--- src/rtl/data_mem_arbiter_pkg.sv ---
// -----------------------------------------------------------------------------
// data_mem_arbiter_pkg
// Shared types and constants for the data memory arbiter:
//   - state_e    : sequencer states (IDLE, ISSUE, WAIT, RESP)
//   - REQ_CORE / REQ_LOADER : requester identifiers
//   - MEM_LAT_MIN / MEM_LAT_MAX : legal memory read latency bounds
//   - CNT_W      : width of the read-latency wait counter
// -----------------------------------------------------------------------------
package data_mem_arbiter_pkg;

    typedef enum logic [1:0] {
        IDLE  = 2'd0,
        ISSUE = 2'd1,
        WAIT  = 2'd2,
        RESP  = 2'd3
    } state_e;

    localparam logic REQ_CORE   = 1'b0;
    localparam logic REQ_LOADER = 1'b1;

    localparam int MEM_LAT_MIN = 1;
    localparam int MEM_LAT_MAX = 4;

    // Three bits hold any legal latency without wrapping.
    localparam int CNT_W = 3;

    // Returns 1 when a latency value is inside the supported range.
    function automatic logic lat_in_range(input int lat);
        return (lat >= MEM_LAT_MIN) && (lat <= MEM_LAT_MAX);
    endfunction

endpackage

--- src/rtl/data_mem_arbiter_rr_arbiter2.sv ---
// -----------------------------------------------------------------------------
// rr_arbiter2
// Two-way round-robin grant logic with a last-grant pointer register.
// Ports:
//   clk, rst_n   : clock, asynchronous active-low reset
//   req_i[1:0]   : request vector, bit 0 = core, bit 1 = loader
//   update_i     : pulse to record upd_id_i as the most recent grant
//   upd_id_i     : id of the requester whose access just completed
//   gnt_valid_o  : at least one request is present
//   gnt_id_o     : id of the winning requester (valid when gnt_valid_o)
// The pointer resets to "loader granted last" so the core wins the first tie.
// -----------------------------------------------------------------------------
module rr_arbiter2
    import data_mem_arbiter_pkg::*;
(
    input  logic       clk,
    input  logic       rst_n,
    input  logic [1:0] req_i,
    input  logic       update_i,
    input  logic       upd_id_i,
    output logic       gnt_valid_o,
    output logic       gnt_id_o
);

    logic last_q;
    logic last_d;
    logic gnt_id_s;

    // Grant selection: a lone requester wins, a tie goes to the one not granted last.
    always_comb begin
        gnt_id_s = REQ_CORE;
        case (req_i)
            2'b01:   gnt_id_s = REQ_CORE;
            2'b10:   gnt_id_s = REQ_LOADER;
            2'b11:   gnt_id_s = ~last_q;
            default: gnt_id_s = REQ_CORE;
        endcase
    end

    // Pointer next-state: only moves on the completion pulse.
    always_comb begin
        if (update_i) begin
            last_d = upd_id_i;
        end else begin
            last_d = last_q;
        end
    end

    // Last-grant pointer register.
    always_ff @(posedge clk or negedge rst_n) begin
        if (!rst_n) begin
            last_q <= REQ_LOADER;
        end else begin
            last_q <= last_d;
        end
    end

    assign gnt_valid_o = |req_i;
    assign gnt_id_o    = gnt_id_s;

endmodule

--- src/rtl/data_mem_arbiter.sv ---
// -----------------------------------------------------------------------------
// data_mem_arbiter
// Shares a single-port data memory between the core (requester 0) and the
// loader (requester 1) with round-robin priority, sequences the memory
// strobes and returns read data with a one-cycle acknowledge.
// Ports:
//   clk, reset                : clock, asynchronous active-low reset
//   rN_req/we/addr/wdata      : requester N access request (held until ack)
//   rN_ack                    : one-cycle completion pulse
//   rN_rdata                  : last read result for requester N
//   mem_read, mem_write       : one-cycle memory strobes
//   mem_address/write_data    : registered access address / write data
//   mem_read_data             : memory read data, valid MEM_LAT cycles after strobe
//   core_stall                : core request pending (r0_req & ~r0_ack)
//   busy                      : sequencer not in IDLE
// MEM_LAT must lie in MEM_LAT_MIN..MEM_LAT_MAX (see package).
// -----------------------------------------------------------------------------
module data_mem_arbiter
    import data_mem_arbiter_pkg::*;
#(
    parameter int ADDR_W  = 16,
    parameter int DATA_W  = 16,
    parameter int MEM_LAT = 1
) (
    input  logic              clk,
    input  logic              reset,
    input  logic              r0_req,
    input  logic              r0_we,
    input  logic [ADDR_W-1:0] r0_addr,
    input  logic [DATA_W-1:0] r0_wdata,
    output logic              r0_ack,
    output logic [DATA_W-1:0] r0_rdata,
    input  logic              r1_req,
    input  logic              r1_we,
    input  logic [ADDR_W-1:0] r1_addr,
    input  logic [DATA_W-1:0] r1_wdata,
    output logic              r1_ack,
    output logic [DATA_W-1:0] r1_rdata,
    output logic              mem_read,
    output logic              mem_write,
    output logic [ADDR_W-1:0] mem_address,
    output logic [DATA_W-1:0] mem_write_data,
    input  logic [DATA_W-1:0] mem_read_data,
    output logic              core_stall,
    output logic              busy
);

    localparam logic [CNT_W-1:0] LAT_LOAD = CNT_W'(MEM_LAT);
    localparam logic [CNT_W-1:0] CNT_ONE  = {{(CNT_W-1){1'b0}}, 1'b1};

    state_e            state_q,  state_d;
    logic              winner_q, winner_d;
    logic              we_q,     we_d;
    logic [ADDR_W-1:0] addr_q,   addr_d;
    logic [DATA_W-1:0] wdata_q,  wdata_d;
    logic [CNT_W-1:0]  cnt_q,    cnt_d;
    logic              rd_q,     rd_d;
    logic              wr_q,     wr_d;
    logic              ack0_q,   ack0_d;
    logic              ack1_q,   ack1_d;
    logic [DATA_W-1:0] rdata0_q, rdata0_d;
    logic [DATA_W-1:0] rdata1_q, rdata1_d;
    logic              busy_q,   busy_d;

    logic              gnt_valid_s;
    logic              gnt_id_s;
    logic              arb_update_s;
    logic              sel_we_s;

    rr_arbiter2 u_rr_arbiter2 (
        .clk         (clk),
        .rst_n       (reset),
        .req_i       ({r1_req, r0_req}),
        .update_i    (arb_update_s),
        .upd_id_i    (winner_q),
        .gnt_valid_o (gnt_valid_s),
        .gnt_id_o    (gnt_id_s)
    );

    // Write-enable of the current arbitration winner.
    always_comb begin
        if (gnt_id_s == REQ_LOADER) begin
            sel_we_s = r1_we;
        end else begin
            sel_we_s = r0_we;
        end
    end

    // Sequencer next-state and datapath next-state logic.
    always_comb begin
        state_d      = state_q;
        winner_d     = winner_q;
        we_d         = we_q;
        addr_d       = addr_q;
        wdata_d      = wdata_q;
        cnt_d        = cnt_q;
        rdata0_d     = rdata0_q;
        rdata1_d     = rdata1_q;
        rd_d         = 1'b0;
        wr_d         = 1'b0;
        ack0_d       = 1'b0;
        ack1_d       = 1'b0;
        arb_update_s = 1'b0;

        case (state_q)
            IDLE: begin
                if (gnt_valid_s) begin
                    // Capture the winning request; strobes are registered so
                    // they appear during ISSUE.
                    winner_d = gnt_id_s;
                    we_d     = sel_we_s;
                    if (gnt_id_s == REQ_LOADER) begin
                        addr_d  = r1_addr;
                        wdata_d = r1_wdata;
                    end else begin
                        addr_d  = r0_addr;
                        wdata_d = r0_wdata;
                    end
                    wr_d    = sel_we_s;
                    rd_d    = ~sel_we_s;
                    state_d = ISSUE;
                end else begin
                    state_d = IDLE;
                end
            end
            ISSUE: begin
                if (we_q) begin
                    // Write is done once the strobe is out; ack lands in RESP.
                    ack0_d  = (winner_q == REQ_CORE);
                    ack1_d  = (winner_q == REQ_LOADER);
                    state_d = RESP;
                end else begin
                    cnt_d   = LAT_LOAD;
                    state_d = WAIT;
                end
            end
            WAIT: begin
                cnt_d = cnt_q - CNT_ONE;
                if (cnt_q == CNT_ONE) begin
                    // Read data is valid this cycle; capture into the winner's register.
                    if (winner_q == REQ_LOADER) begin
                        rdata1_d = mem_read_data;
                    end else begin
                        rdata0_d = mem_read_data;
                    end
                    ack0_d  = (winner_q == REQ_CORE);
                    ack1_d  = (winner_q == REQ_LOADER);
                    state_d = RESP;
                end else begin
                    state_d = WAIT;
                end
            end
            RESP: begin
                // Completed access becomes the last grant, so the other side wins a tie.
                arb_update_s = 1'b1;
                state_d      = IDLE;
            end
            default: begin
                state_d = IDLE;
            end
        endcase

        busy_d = (state_d != IDLE);
    end

    // State and output registers.
    always_ff @(posedge clk or negedge reset) begin
        if (!reset) begin
            state_q  <= IDLE;
            winner_q <= REQ_CORE;
            we_q     <= 1'b0;
            addr_q   <= {ADDR_W{1'b0}};
            wdata_q  <= {DATA_W{1'b0}};
            cnt_q    <= {CNT_W{1'b0}};
            rd_q     <= 1'b0;
            wr_q     <= 1'b0;
            ack0_q   <= 1'b0;
            ack1_q   <= 1'b0;
            rdata0_q <= {DATA_W{1'b0}};
            rdata1_q <= {DATA_W{1'b0}};
            busy_q   <= 1'b0;
        end else begin
            state_q  <= state_d;
            winner_q <= winner_d;
            we_q     <= we_d;
            addr_q   <= addr_d;
            wdata_q  <= wdata_d;
            cnt_q    <= cnt_d;
            rd_q     <= rd_d;
            wr_q     <= wr_d;
            ack0_q   <= ack0_d;
            ack1_q   <= ack1_d;
            rdata0_q <= rdata0_d;
            rdata1_q <= rdata1_d;
            busy_q   <= busy_d;
        end
    end

    assign mem_read       = rd_q;
    assign mem_write      = wr_q;
    assign mem_address    = addr_q;
    assign mem_write_data = wdata_q;
    assign r0_ack         = ack0_q;
    assign r1_ack         = ack1_q;
    assign r0_rdata       = rdata0_q;
    assign r1_rdata       = rdata1_q;
    assign busy           = busy_q;
    assign core_stall     = r0_req & ~ack0_q;

endmodule

--- config.mk ---
export PLATFORM = sky130hd
export DESIGN_NAME = data_mem_arbiter
export DESIGN_NICKNAME = d
export VERILOG_FILES = /design/src/rtl/data_mem_arbiter_pkg.sv /design/src/rtl/data_mem_arbiter_rr_arbiter2.sv /design/src/rtl/data_mem_arbiter.sv
export SDC_FILE = /design/constraint.sdc
export NUM_CORES = 1
export LEC_CHECK = 0
export ABC_AREA = 1
export CORE_UTILIZATION = 39
export DETAILED_ROUTE_END_ITERATION = 8
export HOLD_SLACK_MARGIN = 0.03
export PLACE_DENSITY = 0.74
export SYNTH_ARGS = -nofsm -noshare
export SYNTH_HDL_FRONTEND = slang
export SYNTH_SLANG_ARGS = --single-unit
export TNS_END_PERCENT = 100
--- constraint.sdc ---
create_clock -name clk -period 1.3 [get_ports clk]
set_clock_uncertainty 0.1 [all_clocks]
set_input_delay 0.13 -clock clk [delete_from_list [all_inputs] [get_ports clk]]
set_output_delay 0.13 -clock clk [all_outputs]
set_load 0.02 [all_outputs]
# Yosys cells after proc, flatten, opt, wreduce, memory -nomap -nowiden
# Index checks and enable logic that the tools add are counted.
# Widths: inputs -> output; s select.
# word_totals
register_bits,77
elab_cells,56
# classes
add_sub_neg,1
eq_ne,7
mux,21
bitwise,5
reduce_logical,8
# ops
op,n
$mux 16,2
$mux 1,13
$eq 2x2->1 const B,4
$pmux 2 s4,1
$pmux 1 s2,3
$pmux 3 s2,1
$reduce_and 3->1,2
$not 1->1,4
$reduce_and 2->1,2
$reduce_bool 2->1,2
$eq 3x1->1 const B,1
$mux 3,1
$sub 3x1->3 const B,1
$eq 2x1->1 const B,1
$logic_not 2->1,1
$ne 2x2->1 const B,1
$reduce_or 2->1,1
$and 1x1->1,1

# Logic depth before layout (Yosys ltp)
# depth
word_depth,6
depth_mapped,8
ltp_nobuf,7

# By module
# A second synthesis with hierarchy kept.
# unflattened
hier_cells,381
area_unflattened_um2,3306.9
# modules_own_cells
module,n_inst,cells_per_inst,area_per_inst_um2,seq_area_each_um2
data_mem_arbiter,1,373,3250.6,1901.8
rr_arbiter2,1,8,56.3,26.3

# Least setup slack after synthesis
# OpenSTA, ideal clock, no wires.
# synth_timing
path_kind,reg-to-reg
start,register state_q[0]
end,"register rdata1_q[10], in the netlist r1_rdata[10]"
setup_ps,116
arrival_ps,1239
path_slack_ps,-155
path_stages_with_launch,9
n_path_buf,1
path_cell_list,dfrtp_1 inv_1 ha_1 nand2_1 nor2_2 nand2_2 buf_2 nand2_1 nand2_1
# synth_between
elab_chain_cells,2
# synth_rtl
item,line_no,rtl
from (decl),data_mem_arbiter.sv:51,"state_e state_q, state_d;"
from (signal assigned),data_mem_arbiter.sv:183,state_q <= state_d;
$eq 2x2->1,data_mem_arbiter.sv:105,case (state_q)
$reduce_and 3->1 (no line),-,
to (signal assigned),data_mem_arbiter.sv:180,rdata1_q <= {DATA_W{1'b0}};
to (signal assigned),data_mem_arbiter.sv:194,rdata1_q <= rdata1_d;
to (decl),data_mem_arbiter.sv:62,"logic [DATA_W-1:0] rdata1_q, rdata1_d;"
# No other way between the ends.
# A chain may end at the register's enable or synchronous reset.

# Worst setup path in the final report
# layout_timing
start,register state_q[1]
end,"register addr_q[3], in the netlist mem_address[3]"
# layout_between
elab_chain_cells,2
# layout_rtl
item,line_no,rtl
$logic_not 2->1,data_mem_arbiter.sv:105,
$reduce_and 2->1 (no line),-,
to (signal assigned),data_mem_arbiter.sv:172,addr_q <= {ADDR_W{1'b0}};
to (signal assigned),data_mem_arbiter.sv:186,addr_q <= addr_d;
to (decl),data_mem_arbiter.sv:54,"logic [ADDR_W-1:0] addr_q, addr_d;"
# No other way between the ends.

==> impl_metrics.toml <==
[setup_path]
crit_required_ns = 1.49
path_cells = "inv_2 -> ha_4 -> inv_4 -> nor2_4 -> clkbuf_16 -> nand3_2 -> nand2_1"
r2r_slack_ns = -0.18
r2r_cells = 7
critPathKind = "reg -> reg"
startpoint = "state_q[1]$_DFF_PN0_"
crit_buf_inv = 3
crit_path_max_incr_delay_ns = 0.45
crit_fanout = 7
r2r-start = "state_q[1]$_DFF_PN0_"
cp.arrival_ns = 1.67
end_kind = "flop"
startpoint_type = "flop"
timing.rr.end = "mem_address[3]$_DFFE_PN0P_"
crit_path_top_delay_cell = "dfrtp_2"
critPathTopFamily = "flip-flops"

[layout]
fin_util = 0.677
num_antenna_cells = 0
synthToLayoutAreaGrowth_pct = 68.4
final_nets = 761
layout-drive-gt1-share = 0.318

[cts]
cts-root-buf = "clkbuf_8"
numClockSinks = 77
cts_tree = "done"
cts_buffers = 9
cts_buffer_depth = 2
htreeDepth = 3
clk_pin_slew_ns = 0.09
insertion_delay_ns = 0.34

[power_and_ir_drop]
p_int_mw = 7.77
seq_power_share = 0.319
p_sw_mw = 6.46
p_leak_nw = 3.26
swShare = 0.454
power_density_nw_per_um2 = 2280
peakVddDrop_uv = 1130
comb_power_share = 0.562
clkPwrFrac = 0.119

[die]
io_pins = 156
die_y_um = 99.4
placementRows = 35
start_util = 0.402
die_area_um2 = 9880
fp.dieW_um = 99.4
core_area_um2 = 9200

[yosys]
yosys.area.top_type_share = 0.514
syn_area_um2 = 3700
post-synth-top-area-cell = "dfrtp_1"
yosys_warnings = 0
ys_async_sr_fraction = 1.00
synth_area_per_cell_um2 = 7.74
synth_cells = 478
synth_cell_type_count = 20
ys_seq_area_frac = 0.521
synth_most_common_cell = "nand2_1"
synth_edf_count = 0
ys.flop_type = "dfrtp_1"
synthTopCellsByArea = "dfrtp_1, nand2_1, nand3_1"
synth_nets = 570
synthTopCellsByCount = "nand2_1, dfrtp_1, inv_1, nand3_1, buf_4"
synth-seq-cells = 77

[timing]
setup_viol = 73
timing.fmax_ghz = 0.674
finalSetupTns_ns = -9.91
relSlewSlack = 0.701
timing_hold_violations_final = 0
tightestPinTransition_ns = 0.449
fin_crit_sh = 1.14
drv_slew = 0
rsz0062_at_grt = "true"
fin_ws_ns = -0.183
finalCriticalPeriod_ns = 1.48
hold_slack_ns = 0.127

[placement]
gp_congestion = 0.775
dpl.hpwl_mm = 7.67
portBuffers = 155

[drt]
drt_wl_total_mm = 11.5
wl_met1_mm = 4.80
routed-wl-met3_um = 746
via_per_inst = 4.76
highest-signal-layer = "met4"
vias = 3737
wl_per_cell_um = 14.6
met2_length_mm = 5.77
drc_errors = 0
final_antenna_net_count = 0
drt_iter0_markers = 95
drtPass1Iterations = 5

[global_routing]
track_usage = 0.237
grt_pass1_wl_mm = 18.3
grt_max_degree = 33
grt_overflow = 0
grt_pass1_vias = 3720
antenna_found_initial = 0

[job]
max_cap_violations = 0

[run_status]
failed_checks = "negative setup slack"
status = "complete, but fails checks"

[hold_path]
min_path_type = "in -> async"
metrics by stage:
stage / total power [mW] / worst slack [ns] / cell area [um^2] / cells
2_1_floorplan: 7.97 / -0.103 / 3710 / 478
3_3_place_gp: 11.3 / -0.373 / 5570 / 755
3_5_place_dp: 11.5 / -0.387 / 5570 / 755
4_1_cts: 13.9 / -0.160 / 6220 / 780
5_1_grt: 15.2 / -0.266 / 6230 / 785
6_report: 14.2 / -0.183 / 6230 / 785
cell families after synthesis:
| kind of cell | count (synthesis) | synth area share |
|---|---|---|
| DFF | 77 | 0.521 |
| buffers and inverters | 97 | 0.115 |
| AOI/OAI and AO/OA | 8 | 0.0139 |
| adders and majority gates | 6 | 0.0203 |
| and+or+nand+nor | 289 | 0.327 |
| xor gates and xnor gates | 1 | 0.00237 |
power groups by stage:
stage               Sequential [mW]  Combinational [mW]  Clock (mW)
global route                   4.69                8.64        1.83
global placement               4.31                7.02           0
CTS                            4.49                7.71        1.72
floorplan                      5.59                2.37           0
finish                         4.54                7.99        1.69
detailed placement             4.34                7.19           0
worst register-to-register path: stages (launching register included):
cell and delay (ns):
dfrtp_2 0.45, inv_2 0.09, ha_4 0.15, inv_4 0.04, nor2_4 0.26, clkbuf_16 0.22
nand3_2 0.07, nand2_1 0.05
how the worst max path moves through the flow:
| stage | end | cells after the start | slack [ns] |
|---|---|---|---|
| after global routing | mem_address[12]$_DFFE_PN0P_ | 7 | -0.27 |
| final | mem_address[3]$_DFFE_PN0P_ | 7 | -0.18 |
| after floorplan | r1_rdata[10]$_DFFE_PN0P_ | 8 | -0.10 |
| after detailed placement | mem_address[1]$_DFFE_PN0P_ | 6 | -0.39 |
| after CTS | r1_rdata[5]$_DFFE_PN0P_ | 8 | -0.16 |
| after global placement | busy$_DFF_PN0_ | 5 | -0.37 |
metal layers:
layer	track usage	vias to the layer above
met4	0.0769	0
met2	0.413	153
met1	0.301	1749
li1	-	1820
met5	0	-
met3	0.0408	15
cell usage in the layout, fill, tap and decap left out, types with 2 or more instances in the layout:
cell             netlist  layout
nand3_2                1      27
clkbuf_16              0       3
dfrtp_1               76      74
nand2_4                0      11
nand3_1               67      40
ha_4                   0       4
buf_4                 11      19
nand2_2                4      39
ha_1                   6       2
inv_6                  0       2
clkdlybuf4s50_1        0      83
nand2_1              208     159
clkbuf_8               0       9
buf_8                  0       3
o21ai_4                1       2
buf_2                  4       2
inv_1                 76      72
nand2_8                0       5
inv_2                  1       4
buf_6                  2      10
dlygate4sd2_1          0       4
nor2_2                 1       2
clkbuf_2               0      47
clkdlybuf4s15_1        0      16
buf_12                 0       8
dfrtp_2                0       2
nor2_4                 3       4
clkinvlp_4             0       2
o21ai_1                0       4
nor2_1                 5       3
sequential cells by signal, indices dropped and copies added (netlist names):
register	flops
mem_write_data	16
mem_write	1
u_rr_arbiter2.last_q	1
state_q	2
r0_rdata	16
we_q	1
mem_read	1
mem_address	16
busy	1
cnt_q	3
r1_ack	1
r0_ack	1
winner_q	1
r1_rdata	16
final cells by class:
class | instances | area (um^2)
clock inverter | 7 | 57.6
sequential | 77 | 1930
timing repair buffer | 198 | 1860
inverter | 77 | 292
clock buffer | 9 | 124
multi-input combinational | 306 | 1830
tap | 111 | 139
fill | 728 | 2970
repair_timing:
item	in CTS	in global routing
pin swaps	29	47
endpoints found under the hold margin	76	0
cloned	5	4
setup buffers	3	3
gates resized for setup	232	97
setup endpoints to repair	142	127
hold buffers	1	0
Note: power is estimated with default switching activity, not from simulation.
